`src/rtl/emu_rst_ctrl_if.sv`:
```
// Signal bundle between the clock/VIO side (master) and the reset sequencer (slave).
// Every signal is a plain level or a single-cycle pulse; there is no valid/ready pair.
interface emu_rst_ctrl_if #(
  parameter int CNT_W = 8
);
  // locked/host_rst_req are asynchronous levels owned by the master; the sequencer
  // returns registered levels (emu_rst, state, rst_count) and the emu_rst_done pulse.
  logic             locked;
  logic             host_rst_req;
  logic             heartbeat;
  logic             emu_rst;
  logic             emu_rst_done;
  logic [1:0]       state;
  logic [CNT_W-1:0] rst_count;

  modport master (
    output locked, host_rst_req, heartbeat,
    input  emu_rst, emu_rst_done, state, rst_count
  );

  modport slave (
    input  locked, host_rst_req, heartbeat,
    output emu_rst, emu_rst_done, state, rst_count
  );
endinterface

```
`src/rtl/emu_rst_ctrl.sv`:
```
// Reset sequencer: synchronises clock lock and host reset request into a clean emu_rst.
// Define EMU_RST_WDOG_EN to add the heartbeat watchdog and the wdog_fired output.
module emu_rst_ctrl #(
  parameter int SYNC_STAGES = 2,
  parameter int LOCK_STABLE = 16,
  parameter int HOLD_CYCLES = 8,
  parameter int CNT_W       = 8,
  parameter int WDOG_CYCLES = 1024
) (
  input  logic           clk,
  input  logic           rst_n,
  emu_rst_ctrl_if.slave  bus
`ifdef EMU_RST_WDOG_EN
  ,
  output logic           wdog_fired
`endif
);

  typedef enum logic [1:0] {
    LOCK_WAIT = 2'd0,
    HOLD      = 2'd1,
    RUN       = 2'd2,
    HOST      = 2'd3
  } state_e;

  localparam int LK_W = (LOCK_STABLE > 1) ? $clog2(LOCK_STABLE) : 1;
  localparam int HD_W = (HOLD_CYCLES > 1) ? $clog2(HOLD_CYCLES) : 1;
  localparam logic [LK_W-1:0] LK_LAST = LK_W'(LOCK_STABLE - 1);
  localparam logic [HD_W-1:0] HD_LAST = HD_W'(HOLD_CYCLES - 1);

  logic [SYNC_STAGES-1:0] lk_sync_q, lk_sync_d;
  logic [SYNC_STAGES-1:0] rq_sync_q, rq_sync_d;
  logic                   rq_s_d_q, rq_s_d_d;
  state_e                 state_q, state_d;
  logic [LK_W-1:0]        lock_cnt_q, lock_cnt_d;
  logic [HD_W-1:0]        hold_cnt_q, hold_cnt_d;
  logic                   emu_rst_q, emu_rst_d;
  logic                   emu_rst_done_q, emu_rst_done_d;
  logic [CNT_W-1:0]       rst_count_q, rst_count_d;
  logic                   lk_s, rq_s, rq_rise;

`ifdef EMU_RST_WDOG_EN
  localparam int WD_W = (WDOG_CYCLES > 1) ? $clog2(WDOG_CYCLES) : 1;
  localparam logic [WD_W-1:0] WD_LAST = WD_W'(WDOG_CYCLES - 1);

  logic [WD_W-1:0] wdog_cnt_q, wdog_cnt_d;
  logic            wdog_fired_q, wdog_fired_d;
  logic            wdog_hit;
`else
  logic unused_cfg;
  assign unused_cfg = bus.heartbeat ^ (WDOG_CYCLES == 0);
`endif

  always_comb begin
    lk_sync_d      = {lk_sync_q[SYNC_STAGES-2:0], bus.locked};
    rq_sync_d      = {rq_sync_q[SYNC_STAGES-2:0], bus.host_rst_req};
    lk_s           = lk_sync_q[SYNC_STAGES-1];
    rq_s           = rq_sync_q[SYNC_STAGES-1];
    rq_rise        = rq_s & ~rq_s_d_q;
    rq_s_d_d       = rq_s;
    state_d        = state_q;
    lock_cnt_d     = lock_cnt_q;
    hold_cnt_d     = hold_cnt_q;
`ifdef EMU_RST_WDOG_EN
    wdog_fired_d   = wdog_fired_q;
    wdog_hit       = !bus.heartbeat && (wdog_cnt_q == WD_LAST);
`endif

    // Lock loss outranks every other event, whatever the current state.
    if (!lk_s && (state_q != LOCK_WAIT)) begin
      state_d    = LOCK_WAIT;
      lock_cnt_d = '0;
    end else begin
      case (state_q)
        LOCK_WAIT: begin
          if (!lk_s) begin
            lock_cnt_d = '0;
          end else if (lock_cnt_q == LK_LAST) begin
            state_d    = HOLD;
            hold_cnt_d = '0;
          end else begin
            lock_cnt_d = lock_cnt_q + 1'b1;
          end
        end
        HOLD: begin
          if (rq_s) begin
            state_d = HOST;
          end else if (hold_cnt_q == HD_LAST) begin
            state_d = RUN;
          end else begin
            hold_cnt_d = hold_cnt_q + 1'b1;
          end
        end
        RUN: begin
          if (rq_rise) begin
            state_d = HOST;
          end
`ifdef EMU_RST_WDOG_EN
          else if (wdog_hit) begin
            state_d      = HOLD;
            hold_cnt_d   = '0;
            wdog_fired_d = 1'b1;
          end
`endif
        end
        HOST: begin
          if (!rq_s) begin
            state_d    = HOLD;
            hold_cnt_d = '0;
          end
        end
        default: state_d = LOCK_WAIT;
      endcase
    end

    // Outputs are registered copies of next-state decisions, so no input reaches an output combinationally.
    emu_rst_d      = (state_d != RUN);
    emu_rst_done_d = emu_rst_q && (state_d == RUN);
    rst_count_d    = rst_count_q;
    if ((state_q == HOLD) && (state_d == RUN) && (rst_count_q != {CNT_W{1'b1}})) begin
      rst_count_d = rst_count_q + 1'b1;
    end

`ifdef EMU_RST_WDOG_EN
    wdog_cnt_d = ((state_q == RUN) && (state_d == RUN) && !bus.heartbeat) ? wdog_cnt_q + 1'b1 : '0;
`endif
  end

  always_ff @(posedge clk) begin
    if (!rst_n) begin
      lk_sync_q      <= '0;
      rq_sync_q      <= '0;
      rq_s_d_q       <= 1'b0;
      state_q        <= LOCK_WAIT;
      lock_cnt_q     <= '0;
      hold_cnt_q     <= '0;
      emu_rst_q      <= 1'b1;
      emu_rst_done_q <= 1'b0;
      rst_count_q    <= '0;
`ifdef EMU_RST_WDOG_EN
      wdog_cnt_q     <= '0;
      wdog_fired_q   <= 1'b0;
`endif
    end else begin
      lk_sync_q      <= lk_sync_d;
      rq_sync_q      <= rq_sync_d;
      rq_s_d_q       <= rq_s_d_d;
      state_q        <= state_d;
      lock_cnt_q     <= lock_cnt_d;
      hold_cnt_q     <= hold_cnt_d;
      emu_rst_q      <= emu_rst_d;
      emu_rst_done_q <= emu_rst_done_d;
      rst_count_q    <= rst_count_d;
`ifdef EMU_RST_WDOG_EN
      wdog_cnt_q     <= wdog_cnt_d;
      wdog_fired_q   <= wdog_fired_d;
`endif
    end
  end

  assign bus.emu_rst      = emu_rst_q;
  assign bus.emu_rst_done = emu_rst_done_q;
  assign bus.state        = state_q;
  assign bus.rst_count    = rst_count_q;
`ifdef EMU_RST_WDOG_EN
  assign wdog_fired       = wdog_fired_q;
`endif

endmodule
```
`src/flat_wrapper.sv`:
```
// flat-port wrapper written by rule: the top's interface ports become plain ports
module emu_rst_ctrl_flat 
#(
  parameter int SYNC_STAGES = 2,
  parameter int LOCK_STABLE = 16,
  parameter int HOLD_CYCLES = 8,
  parameter int CNT_W       = 8,
  parameter int WDOG_CYCLES = 1024
)
  (clk, rst_n, bus_locked, bus_host_rst_req, bus_heartbeat, bus_emu_rst, bus_emu_rst_done, bus_state, bus_rst_count);
  emu_rst_ctrl_if #(.CNT_W(CNT_W)) bus_i ();
  input  logic clk;
  input  logic rst_n;
  input wire logic [$bits(bus_i.locked)-1:0] bus_locked;
  input wire logic [$bits(bus_i.host_rst_req)-1:0] bus_host_rst_req;
  input wire logic [$bits(bus_i.heartbeat)-1:0] bus_heartbeat;
  output wire logic [$bits(bus_i.emu_rst)-1:0] bus_emu_rst;
  output wire logic [$bits(bus_i.emu_rst_done)-1:0] bus_emu_rst_done;
  output wire logic [$bits(bus_i.state)-1:0] bus_state;
  output wire logic [$bits(bus_i.rst_count)-1:0] bus_rst_count;
  assign bus_i.locked = bus_locked;
  assign bus_i.host_rst_req = bus_host_rst_req;
  assign bus_i.heartbeat = bus_heartbeat;
  assign bus_emu_rst = bus_i.emu_rst;
  assign bus_emu_rst_done = bus_i.emu_rst_done;
  assign bus_state = bus_i.state;
  assign bus_rst_count = bus_i.rst_count;
  emu_rst_ctrl #(.SYNC_STAGES(SYNC_STAGES), .LOCK_STABLE(LOCK_STABLE), .HOLD_CYCLES(HOLD_CYCLES), .CNT_W(CNT_W), .WDOG_CYCLES(WDOG_CYCLES)) u_core (.clk(clk), .rst_n(rst_n), .bus(bus_i));
endmodule
```
`config.mk`:
```
export PLATFORM = sky130hd
export DESIGN_NAME = emu_rst_ctrl_flat
export DESIGN_NICKNAME = d
export VERILOG_FILES = /design/src/rtl/emu_rst_ctrl_if.sv /design/src/rtl/emu_rst_ctrl.sv /design/src/flat_wrapper.sv
export SDC_FILE = /design/constraint.sdc
export NUM_CORES = 1
export LEC_CHECK = 0
export ABC_AREA = 0
export CORE_AREA = 2 2 51 53
export CTS_CLUSTER_SIZE = 14
export DETAILED_ROUTE_END_ITERATION = 6
export DIE_AREA = 0 0 53 55
export PLACE_DENSITY = 0.66
export SYNTH_ARGS = -nofsm -noshare
export SYNTH_HDL_FRONTEND = slang
export SYNTH_SLANG_ARGS = --single-unit
```
`constraint.sdc`:
```
create_clock -name clk -period 1.7 [get_ports clk]
set_input_delay 0.34 -clock clk [delete_from_list [all_inputs] [get_ports clk]]
set_output_delay 0.34 -clock clk [all_outputs]
set_load 0.05 [all_outputs]
```
==> results by group <==
Floorplanning
  – Initial Util: 42.5%
  – Core ar.: 0.00236 mm2
  – Chip Height: 55 um
  – Die area: 0.00292 mm2
  – Site Rows: 18
  – IO Pins: 17
  – Die width: 53 um

Finish
  – Fraction of layout cells with a size suffix above 1: 39.4%
  – Fillers: 226
  – FF+latch area: 494 um2
  – Area Growth Syn to Fin: 41.2%
  – Nets@finish: 152
  – Diode count: 0
  – Area taken by multi-input logic gates: 592 um2

Setup path
  – CP endpoint: u_core.hold_cnt_q[0]$_SDFFE_PN0P_
  – Worst-path maximum fanout: 2
  – FF-to-FF End: u_core.hold_cnt_q[0]$_SDFFE_PN0P_
  – Crit. End Element: register
  – Critical Path RT: 1.95 ns
  – FF-to-FF setup slack: -0.08 ns
  – Critical path arrival: 2.03 ns
  – Crit path launch type: register
  – Critical Path Source: u_core.hold_cnt_q[0]$_SDFFE_PN0P_
  – WS Path Type: register to register
  – R2R Path Start: u_core.hold_cnt_q[0]$_SDFFE_PN0P_
  – FF-to-FF path depth: 8

Clock network
  – Root Buffer: clkbuf_4
  – Buffer depth of the longest clock path: 2
  – Clk pin slew, worst setup/hold paths: 0.13 ns
  – Post-CTS Hold Fix Bufs: 0
  – Worst-skew pair later-pin latency: 0.31 ns
  – # clock sinks: 24
  – CTS tree: done
  – H-tree level count: 1
  – Clock buffer count from CTS: 3

Route
  – Antenna viol nets, final: 0
  – DRC Markers: 0
  – Mean routed wirelength per cell: 11.6 um
  – Via/cell ratio: 5.16
  – Initial DRC Count: 7
  – TritonRoute pass-1 iters: 4
  – Routed vias: 888
  – WL final: 2.00 mm

Global routing
  – Initial antenna violation count: 0
  – GR Util met1: 18.4%
  – Met3 usage: 3.23%
  – Largest net degree at the start of global routing: 14
  – Vias in the first global route: 848
  – GR Overflow Total: 0
  – Overall routing resource usage: 15.8%
  – Most Crowded Layer GR: met2
  – GRT met2 Usage: 27.3%
  – First-pass GRT wire length: 3.39 mm

Timing
  – Clk_skew: 0.00810 ns
  – Relative max-transition margin: 74.9%
  – Worst-margin pin slew: 0.376 ns
  – Final Hold Viols: 0
  – Final setup vio count: 5
  – Max Freq: 561 MHz
  – Slew Viols, Final: 0
  – Min Hold Slack: 0.456 ns
  – Setup WS post-layout: -0.0821 ns
  – Setup TNS: -0.225 ns
  – Min cycle time layout: 1.78 ns
  – Unrepaired setup endpoints after global routing: yes
  – Final critical-path share of the clock period: 105%

Power
  – Clock power frac: 29.8%
  – Final Power: 0.000857 W
  – Leakage Power: 0.639 nW
  – PwrDens: 604 mW/mm2
  – Power share of the sequential group: 66.7%
  – Worst VDD drop: 461 uV
  – Part of the power in combinational logic: 3.6%
  – Cell-internal power: 0.000676 W
  – Net switching share of the total power: 21.2%
  – P_sw: 0.000182 W

Logic synthesis
  – Simple-Gate Fraction of Synth Area: 26.6%
  – Largest family of logic cells by synthesized area: simple AND/OR/NAND/NOR gates
  – Area of the mapped netlist: 0.00101 mm2
  – Synth Warn #: 0
  – Complex-gate fraction of the synthesized area: 12.8%
  – XOR/XNOR share of the synthesized area: 3.48%
  – Synth Instances: 107
  – Seq/Total Area, Yosys: 47.8%
  – Yosys reg bits: 24
  – Multiplexer area fraction after synthesis: 1.99%
  – Synthesized area per cell: 9.40 um2
  – Synth cell types: 31
  – Syn Nets: 116
  – Adder-Cell Fraction of Synth Area: 4.98%

Min path
  – HP Class: register to register
  – Hold path depth: 1

Status
  – Outcome: finished, violations left
  – Failing checks: setup timing

Place
  – Estimated wirelength of the detail-placed design: 1.40 mm
  – Global placement routability congestion: 0.756
  – IO buf count: 15

Run
  – Max_cap viols: 0
synth_stat cells, drive strengths merged:
| library cell | instances | area share [%] |
|---|---|---|
| or3 | 4 | 2.5 |
| nand2 | 11 | 4.1 |
| nand4 | 2 | 1.2 |
| clkbuf | 1 | 0.37 |
| or4 | 3 | 2.2 |
| nor2b | 1 | 0.62 |
| nand3 | 1 | 0.50 |
| and2b | 1 | 0.75 |
| o2111ai | 2 | 1.7 |
| dfxtp | 24 | 48 |
| mux2i | 2 | 2.0 |
| nor3 | 1 | 1.0 |
| o31ai | 2 | 1.5 |
| nor2 | 8 | 3.0 |
| buf | 1 | 0.50 |
| o22ai | 1 | 0.62 |
| xor2 | 3 | 2.6 |
| inv | 4 | 1.5 |
| a21oi | 10 | 5.0 |
| nor3b | 3 | 2.7 |
| and2 | 5 | 3.1 |
| nand4b | 1 | 2.4 |
| a211oi | 1 | 0.75 |
| or2 | 1 | 0.62 |
| xnor2 | 1 | 0.87 |
| ha | 4 | 5.0 |
| o21a | 1 | 0.75 |
| o21ai | 5 | 2.5 |
| and3 | 3 | 1.9 |
worst min path at each step:
| stage | to | startpoint |
|---|---|---|
| 2_1_floorplan | u_core.lk_sync_q[1]$_SDFF_PN0_ | u_core.lk_sync_q[0]$_SDFF_PN0_ |
| 3_3_place_gp | u_core.rq_sync_q[1]$_SDFF_PN0_ | u_core.rq_sync_q[0]$_SDFF_PN0_ |
| 3_5_place_dp | u_core.rq_sync_q[1]$_SDFF_PN0_ | u_core.rq_sync_q[0]$_SDFF_PN0_ |
| 4_1_cts | u_core.lk_sync_q[1]$_SDFF_PN0_ | u_core.lk_sync_q[0]$_SDFF_PN0_ |
| 5_1_grt | u_core.lk_sync_q[1]$_SDFF_PN0_ | u_core.lk_sync_q[0]$_SDFF_PN0_ |
| 6_report | u_core.lk_sync_q[1]$_SDFF_PN0_ | u_core.lk_sync_q[0]$_SDFF_PN0_ |
critical path, stage by stage, from the launching register on:
cell and delay, ns:
dfxtp_2 0.35, ha_4 0.16, ha_4 0.15, buf_4 0.13, nor2b_4 0.12, nor3_2 0.16, o21ai_1 0.12, or4_1 0.43
a21oi_2 0.12
cells by family (layout without fill, tap and decap cells):
logic type | after synthesis | in the layout
simple gates | 45 | 46
flops | 24 | 24
compound gates | 22 | 22
buf+inv | 6 | 40
fa+ha+maj | 4 | 4
xor+xnor | 4 | 4
mux | 2 | 2
metal layers:
layer	share of wire [%]	up-vias	wire (um)
met1	45	418	892
met2	51	10	1010
li1	-	453	-
met3	2.1	7	41
met5	0	-	0
met4	2.7	0	54
layout make-up:
| cell class | instances | share of cell area (%) |
|---|---|---|
| sequential | 24 | 34.8 |
| multi-input combinational | 78 | 41.7 |
| clock buffer | 4 | 1.85 |
| tap | 30 | 2.64 |
| inverter | 4 | 1.06 |
| timing repair buffer | 32 | 18.0 |
sequential cells by signal, summed over array words and instances, names as in the netlist:
name,flops
u_core.bus.rst_count,8
u_core.lock_cnt_q,4
u_core.hold_cnt_q,3
u_core.bus.state,2
u_core.lk_sync_q,2
u_core.rq_sync_q,2
u_core.bus.emu_rst,1
u_core.bus.emu_rst_done,1
u_core.rq_s_d_q,1
timing repair:
item / CTS / global route
buffers inserted: 3 / 1
pin swaps: 6 / 5
gates cloned: 1 / 0
setup endpoints to repair: 8 / 10
resized for setup: 6 / 9
power by group through the flow:
stage	registers, W	clock network [W]	logic [W]
after floorplan	0.000583	0	0.0000115
after global placement	0.000583	0	0.0000272
after detailed placement	0.000583	0	0.0000279
after CTS	0.000572	0.000265	0.0000309
after global routing	0.000573	0.000289	0.0000339
final	0.000571	0.000255	0.0000306
per-stage QoR:
stage | instances | util, % | setup WS [ns] | instance area (um2)
5_1_grt | 172 | 60.1 | -0.158 | 1420
6_report | 172 | 60.1 | -0.0821 | 1420
3_5_place_dp | 163 | 53.9 | -0.143 | 1270
2_1_floorplan | 107 | - | -0.00964 | 1030
3_3_place_gp | 163 | 53.9 | -0.120 | 1270
4_1_cts | 171 | 58.2 | -0.125 | 1380
cells in the final DEF, fill, tap and decap left out, types with 2 or more instances in the layout:
master | netlist | layout
buf_6 | 0 | 2
xor2_1 | 3 | 2
o2111ai_1 | 2 | 2
nand2_1 | 11 | 11
o21ai_0 | 4 | 3
or4_1 | 3 | 3
mux2i_1 | 2 | 2
ha_1 | 4 | 2
o21ai_1 | 1 | 2
clkbuf_4 | 0 | 3
nand4_1 | 2 | 2
nor2_1 | 8 | 8
a21oi_2 | 0 | 2
and3_1 | 3 | 3
ha_4 | 0 | 2
a21oi_1 | 10 | 8
clkdlybuf4s50_1 | 0 | 3
dfxtp_2 | 0 | 8
inv_1 | 4 | 4
and2_1 | 5 | 5
dfxtp_1 | 24 | 15
or3_1 | 4 | 3
buf_4 | 0 | 27
Power figures use the tool's default switching activity.
